--- src/rtl/imem_loader.sv ---
// Instruction-memory loader: gathers a big-endian byte stream into 32-bit words
// and writes them to consecutive word addresses while holding the CPU off.
module imem_loader #(
    parameter int DEPTH  = 17,
    parameter int ADDR_W = 5
) (
    input  logic              clk,
    input  logic              reset,
    input  logic              start,
    input  logic [ADDR_W:0]   word_count,
    input  logic              in_valid,
    input  logic [7:0]        in_data,
    output logic              in_ready,
    output logic              wr_en,
    output logic [31:0]       wr_addr,
    output logic [31:0]       wr_data,
    output logic              busy,
    output logic              cpu_hold,
    output logic              done,
    output logic              error,
    output logic [31:0]       checksum,
    output logic [1:0]        dbg_state
);

    // Byte handshake: a byte moves when in_valid && in_ready at a rising edge;
    // in_ready depends only on state, never on in_valid.
    // dbg_state encoding: 0 IDLE, 1 LOAD, 2 WRITE, 3 DONE.
    typedef enum logic [1:0] {
        S_IDLE  = 2'd0,
        S_LOAD  = 2'd1,
        S_WRITE = 2'd2,
        S_DONE  = 2'd3
    } state_t;

    localparam logic [ADDR_W:0] DEPTH_W = (ADDR_W+1)'(DEPTH);
    localparam logic [ADDR_W:0] ONE_W   = (ADDR_W+1)'(1);

    state_t            state_q, state_d;
    logic [ADDR_W-1:0] idx_q, idx_d;
    logic [1:0]        byte_cnt_q, byte_cnt_d;
    logic [ADDR_W:0]   count_q, count_d;
    logic [31:0]       word_q, word_d;
    logic [ADDR_W-1:0] addr_q, addr_d;
    logic [31:0]       data_q, data_d;
    logic [31:0]       checksum_q, checksum_d;
    logic              error_q, error_d;

    logic              count_ok;
    logic [ADDR_W:0]   idx_inc;
    logic [31:0]       word_shift;

    assign count_ok   = (word_count != '0) && (word_count <= DEPTH_W);
    assign idx_inc    = {1'b0, idx_q} + ONE_W;
    assign word_shift = {word_q[23:0], in_data};

    always_comb begin
        state_d    = state_q;
        idx_d      = idx_q;
        byte_cnt_d = byte_cnt_q;
        count_d    = count_q;
        word_d     = word_q;
        addr_d     = addr_q;
        data_d     = data_q;
        checksum_d = checksum_q;
        error_d    = error_q;
        unique case (state_q)
            S_IDLE, S_DONE: begin
                if (start) begin
                    if (count_ok) begin
                        state_d    = S_LOAD;
                        idx_d      = '0;
                        byte_cnt_d = '0;
                        checksum_d = '0;
                        error_d    = 1'b0;
                        count_d    = word_count;
                    end else begin
                        state_d = S_IDLE;
                        error_d = 1'b1;
                    end
                end
            end
            S_LOAD: begin
                if (in_valid) begin
                    word_d     = word_shift;
                    byte_cnt_d = byte_cnt_q + 2'd1;
                    if (byte_cnt_q == 2'd3) begin
                        // Output registers are loaded here so they are valid
                        // throughout WRITE and hold afterwards.
                        state_d = S_WRITE;
                        addr_d  = idx_q;
                        data_d  = word_shift;
                    end
                end
            end
            S_WRITE: begin
                checksum_d = checksum_q ^ data_q;
                if (idx_inc == count_q) begin
                    state_d = S_DONE;
                end else begin
                    state_d    = S_LOAD;
                    idx_d      = idx_inc[ADDR_W-1:0];
                    byte_cnt_d = '0;
                end
            end
            default: state_d = S_IDLE;
        endcase
    end

    always_ff @(posedge clk) begin
        if (reset) begin
            state_q    <= S_IDLE;
            idx_q      <= '0;
            byte_cnt_q <= '0;
            count_q    <= '0;
            word_q     <= '0;
            addr_q     <= '0;
            data_q     <= '0;
            checksum_q <= '0;
            error_q    <= 1'b0;
        end else begin
            state_q    <= state_d;
            idx_q      <= idx_d;
            byte_cnt_q <= byte_cnt_d;
            count_q    <= count_d;
            word_q     <= word_d;
            addr_q     <= addr_d;
            data_q     <= data_d;
            checksum_q <= checksum_d;
            error_q    <= error_d;
        end
    end

    assign in_ready  = (state_q == S_LOAD);
    assign wr_en     = (state_q == S_WRITE);
    assign busy      = (state_q == S_LOAD) || (state_q == S_WRITE);
    assign cpu_hold  = busy;
    assign done      = (state_q == S_DONE);
    assign error     = error_q;
    assign wr_addr   = {{(32-ADDR_W){1'b0}}, addr_q};
    assign wr_data   = data_q;
    assign checksum  = checksum_q;
    assign dbg_state = state_q;

endmodule
--- config.mk ---
export PLATFORM = sky130hd
export DESIGN_NAME = imem_loader
export DESIGN_NICKNAME = d
export VERILOG_FILES = /design/src/rtl/imem_loader.sv
export SDC_FILE = /design/constraint.sdc
export NUM_CORES = 1
export LEC_CHECK = 0
export CAP_MARGIN = 25
export CELL_PAD_IN_SITES_DETAIL_PLACEMENT = 1
export CELL_PAD_IN_SITES_GLOBAL_PLACEMENT = 1
export CORE_MARGIN = 4
export CORE_UTILIZATION = 32
export DETAILED_ROUTE_END_ITERATION = 16
export GPL_TIMING_DRIVEN = 0
export PLACE_DENSITY = 0.86
export RECOVER_POWER = 50
export SYNTH_ARGS = -nofsm -noshare
export SYNTH_HDL_FRONTEND = slang
export SYNTH_SLANG_ARGS = --single-unit
--- constraint.sdc ---
create_clock -name clk -period 2.15 [get_ports clk]
set_input_delay 0.3225 -clock clk [delete_from_list [all_inputs] [get_ports clk]]
set_output_delay 0.3225 -clock clk [all_outputs]
set_load 0.005 [all_outputs]
==> results.json, run 1 <==
{
  "gp_congestion": 0.7546,
  "overflow": 0,
  "antenna_found_initial": 0,
  "power.total_w": 0.003981,
  "wl_um": 13190,
  "start_util_pct": 32.56,
  "required_ps": 1830,
  "synthTopCellsByArea": "dfxtp_1, nand2_1, a21oi_1, xor2_1, buf_4",
  "crit_path_end": "cpu_hold",
  "initialDrtViolationCount": 127,
  "ctsHoldBuffers": 0,
  "vias_per_cell": 4.670,
  "dieArea_mm2": 0.01609,
  "num_rows": 43,
  "fmax_mhz": 478.4,
  "rsz0062_at_grt": "false",
  "slew-limit-headroom_pct": 61.58,
  "crit_path_start": "dbg_state[0]",
  "p_leak_nw": 2.478,
  "syn_avg_cell_area_um2": 8.187,
  "drc_errors": 0,
  "syn-cell-area_mm2": 0.004519,
  "synth_warnings": 0,
  "fin_crit_ps": 2090,
  "clk_latency_ps": 350,
  "ant_nets": 0,
  "cts_tree": "built",
  "first_pass_iters": 4,
  "cts_num_sinks": 109,
  "synth_edf_count": 0,
  "final_cells": 871,
  "worstHoldPathCells": 3,
  "postPlaceCellArea_mm2": 0.005783,
  "post-route-period-util_pct": 97.22,
  "grt_pass1_vias": 4252,
  "worst-setup-path-type": "reg2out",
  "arrival_ps": 1770,
  "final_common_cell": "nand2_1",
  "dp_cells": 852,
  "ys_ff_latch": 109,
  "finalSetupViolCount": 0,
  "nets": 709,
  "crit_fanout": 6,
  "synth.distinct_cells": 47,
  "pwr_density_cell_mw_per_mm2": 645.3,
  "skew_ps": 10.16,
  "crit_path_end_kind": "output pin",
  "drv_slew": 0,
  "hp-class": "in2reg",
  "grt_pass1_wl_um": 21000,
  "drive_gt1_share_pct": 12.45,
  "syn_inst": 552,
  "antennaDiodeCount": 0,
  "cts_max_path_buffers": 2,
  "die_w_um": 126.8,
  "grt_max_degree": 18,
  "reg2reg_to": "idx_q[2]",
  "tns_ps": 0,
  "final_cell_area_mm2": 0.006170,
  "finalHoldViolations": 0,
  "ys_async_sr_fraction_pct": 0,
  "core_mm2": 0.01388,
  "vias": 4068,
  "clk_pin_slew_worst_paths_ps": 80,
  "dp_hpwl_um": 9759,
  "status": "finished clean",
  "cts_root_buffer": "clkbuf_16",
  "synth_top_area_cell": "dfxtp_1",
  "area_delta_synth_final_pct": 36.52,
  "fin_util_pct": 44.45,
  "drt-wirelength-per-cell_um": 15.14,
  "ios": 122,
  "post-synth-top-area-fraction_pct": 48.28,
  "critPathLaunchType": "flop",
  "die_h_um": 126.8,
  "ys.flop_type": "dfxtp_1",
  "port_buffers": 94,
  "tightest_slew_ps": 576.4,
  "grt_use_total_pct": 16.13,
  "maxCapViolCount": 0,
  "r2r-start": "dbg_state[0]",
  "cts-buffers-inserted": 9,
  "ys_seq_area_share_pct": 48.28,
  "rr_worst_depth": 8,
  "mostFrequentLayoutCells": "nand2_1, dfxtp_1, dlygate4sd3_1, a21oi_1, nor2_1",
  "vdd.ir_drop.worst_mv": 0.3905,
  "ff2ff_setup_slack_ps": 110,
  "htreeDepth": 3
}
## cell families after synthesis
family / after synthesis / synth area share [%]
AND/OR/NAND/NOR: 239 / 21.98
flip-flops: 109 / 48.28
AO/OA/AOI/OAI: 97 / 12.96
buffers and inverters: 65 / 8.333
XOR/XNOR: 36 / 6.977
adder cells (fa/ha/maj): 5 / 1.384
other: 1 / 0.08298
## state kept, by name, summed over array words and instances, names as in the netlist
register	cells
addr_q	5
byte_cnt_q	2
checksum	32
count_q	6
dbg_state	2
error	1
idx_q	5
word_q	24
wr_data	32
## how the worst min path moves through the flow
| stage | slack, ps | endpoint | start |
|---|---|---|---|
| after floorplan | 430 | wr_data[27] | word_q[19] |
| after global routing | 360 | count_q[2] | word_count[2] |
| after CTS | 420 | count_q[1] | word_count[1] |
| final | 320 | count_q[2] | word_count[2] |
| after global placement | 450 | addr_q[4] | addr_q[4] |
| after detailed placement | 450 | wr_data[31] | word_q[23] |
## critical path, stage by stage (launching register included)
cell,delay (ps)
dfxtp_4,380
inv_1,70
ha_4,270
inv_2,100
buf_4,110
clkdlybuf4s50_1,490
## cell type report
class | instances | area, um2
Fill cell | 1668 | 7711
Sequential cell | 109 | 2190
Multi-Input combinational cell | 404 | 2092
Timing Repair Buffer | 99 | 994.7
Buffer | 55 | 365.4
Clock buffer | 11 | 232.7
Tap cell | 180 | 225.2
Clock inverter | 5 | 36.28
Inverter | 8 | 33.78
## metrics by stage
step / hold WS, ps / setup slack, ps
after floorplan: 432.1 / 73.67
after global placement: 446.2 / -450.7
after detailed placement: 454.0 / -563.2
after CTS: 424.5 / 3.795
after global routing: 355.1 / 2.451
final: 319.9 / 59.86
## routing by layer
| metal | vias to the layer above | wire length, um | GRT usage, % |
|---|---|---|---|
| li1 | 2000 | - | - |
| met1 | 1933 | 5641 | 18.91 |
| met2 | 109 | 6541 | 28.36 |
| met3 | 26 | 680 | 3.116 |
| met4 | 0 | 325 | 7.382 |
| met5 | - | 0 | 0 |
## synthesized netlist by cell type (3+ instances only)
| library cell | count |
|---|---|
| nand2_1 | 167 |
| dfxtp_1 | 109 |
| a21oi_1 | 72 |
| nor2_1 | 40 |
| xor2_1 | 34 |
| buf_4 | 29 |
| clkbuf_1 | 22 |
| o21ai_0 | 9 |
| inv_1 | 7 |
| nand2_2 | 7 |
| ha_1 | 5 |
| nor2b_1 | 4 |
| buf_6 | 3 |
| nand3_1 | 3 |
| or4_1 | 3 |
## repair_timing
item                       in CTS  in global routing
setup endpoints to repair      71                 98
pin swaps                       1                  2
gates resized for setup        17                 23
setup buffers                   3                  2
## power by group
part	internal (W)	switching, W	leakage (nW)
Clock	0.000793	0.000764	0.134
Combinational	0.000161	0.000207	1.46
Sequential	0.00204	0.0000191	0.881
Note: power is estimated with default switching activity, not from simulation.
==> inputs of run 2 (changes only) <==
SETUP_SLACK_MARGIN = 0.3   (was not set)
==> results.json, run 2 (synthesis results as in run 1) <==
{
  "grt_max_degree": 17,
  "required_ps": 2430,
  "critPathLaunchType": "flop",
  "die_w_um": 126.8,
  "place_ws_ps": -520.2,
  "antenna_found_initial": 0,
  "tns_ps": 0,
  "grt_pass1_wl_um": 21770,
  "dp_hpwl_um": 9747,
  "power.total_w": 0.004264,
  "crit_path_end_kind": "flop",
  "crit_path_start": "dbg_state[0]",
  "gp_congestion": 0.7533,
  "final_cells": 891,
  "met2_usage_pct": 30.26,
  "grt_use_total_pct": 16.80,
  "cts_tree": "built",
  "ios": 122,
  "area_delta_synth_final_pct": 48.15,
  "drt-wirelength-per-cell_um": 16.06,
  "tightest_slew_ps": 692.0,
  "finalHoldViolations": 0,
  "crit_fanout": 6,
  "antennaDiodeCount": 0,
  "grtUsageMet3_pct": 3.368,
  "cts_max_path_buffers": 2,
  "skew_ps": 8.106,
  "cts_root_buffer": "clkbuf_16",
  "mostFrequentLayoutCells": "nand2_1, dfxtp_1, dlygate4sd3_1, a21oi_1, buf_4",
  "num_rows": 43,
  "drive_gt1_share_pct": 21.52,
  "start_util_pct": 32.56,
  "fmax_mhz": 518.8,
  "pwr_density_cell_mw_per_mm2": 636.9,
  "htreeDepth": 3,
  "cts-buffers-inserted": 9,
  "rsz0062_at_grt": "true",
  "vdd.ir_drop.worst_mv": 0.4404,
  "slowest_stage": "or4b_1",
  "r2r-start": "dbg_state[0]",
  "wl_um": 14310,
  "clk_pin_slew_worst_paths_ps": 70,
  "vias": 4188,
  "dp_cells": 852,
  "slew-limit-headroom_pct": 53.87,
  "cts_num_sinks": 109,
  "worst-setup-path-type": "reg2reg",
  "hold_start": "word_count[2]",
  "cpPeakStageDelay_ps": 490,
  "p_leak_nw": 2.911,
  "overflow": 0,
  "maxCapViolCount": 0,
  "post-route-period-util_pct": 89.66,
  "drc_errors": 0,
  "status": "finished clean",
  "fin_ws_ps": 222.4,
  "top_usage_layer": "met2",
  "hp-class": "in2reg",
  "nFillCells": 1644,
  "die_h_um": 126.8,
  "finalSetupViolCount": 0,
  "fin_util_pct": 48.23,
  "crit_chain": "inv_2 > ha_4 > buf_12 > inv_4 > nor2_1 > a221o_1 > or4b_1 > a21oi_1",
  "ctsHoldBuffers": 0,
  "drv_slew": 0,
  "grt_pass1_vias": 4346,
  "arrival_ps": 2210,
  "vias_per_cell": 4.700,
  "nets": 730,
  "fin_crit_ps": 1928,
  "final_common_cell": "nand2_1",
  "ant_nets": 0,
  "clk_latency_ps": 350,
  "core_mm2": 0.01388,
  "cp_top_family": "simple AND/OR/NAND/NOR gates",
  "initialDrtViolationCount": 140,
  "dieArea_mm2": 0.01609,
  "port_buffers": 94,
  "cp.buffers_inverters": 3,
  "use_met1_pct": 19.47,
  "first_pass_iters": 4
}
==> run 2: cell count changes in the layout (fill, tap and decap cells not counted), moves of 4 or more <==
cell,change
clkbuf_2,+6
xor2_2,+7
buf_6,+4
buf_4,+10
nand2_1,-22
nand2_4,+18
xor2_1,-7
clkdlybuf4s50_1,-4
nand2_2,+4
==> run 2: layout make-up <==
class	instances	area [um2]	share of cell area (%)
clock buffers	12	267.8	3.999
multi-input cells	404	2341	34.97
plain buffers	57	431.7	6.447
well taps	180	225.2	3.364
flip-flops and latches	109	2197	32.82
inverters	8	36.28	0.5420
clock inverters	3	42.54	0.6354
repair buffers	118	1154	17.23
==> run 2: through the flow <==
step	hold WS, ps	instance area (um2)
after floorplan	432.1	4636
after global placement	446.5	5802
after detailed placement	451.4	5802
after CTS	283.6	6317
after global routing	272.3	6695
final	248.1	6695
==> run 2: what timing repair did <==
| item | 4_1_cts | 5_1_grt |
|---|---|---|
| gates cloned | 2 | 3 |
| resized for setup | 54 | 94 |
| endpoints found under the setup margin | 110 | 84 |
| setup buffers | 12 | 7 |
| pin swaps | 7 | 41 |
==> run 2: path summary, 6_finish.rpt <==
check | endpoint | slack (ps) | depth (start not counted)
worst min-delay path | count_q[2] | 250 | 3
worst max register to register | byte_cnt_q[0] | 220 | 8
worst min register to register | addr_q[4] | 460 | 2
worst max-delay path | byte_cnt_q[0] | 220 | 8
==> run 2: worst reg2reg max path: stages, from the launching register on <==
cell	delay, ps
dfxtp_4	370
inv_2	40
ha_4	230
buf_12	120
inv_4	70
nor2_1	60
a221o_1	320
or4b_1	490
a21oi_1	160
==> run 2: per-layer routing <==
layer / vias up / wire length, um / share of wire [%]
li1: 2036 / - / -
met1: 2029 / 5939 / 41
met2: 97 / 7540 / 53
met3: 26 / 581 / 4.1
met4: 0 / 249 / 1.7
met5: - / 0 / 0
==> run 2: power breakdown <==
group	leakage, nW	internal, W	total (W)	switching, W
Combinational	1.88	0.000215	0.000463	0.000248
Clock	0.150	0.000999	0.00175	0.000747
Sequential	0.882	0.00204	0.00206	0.0000198
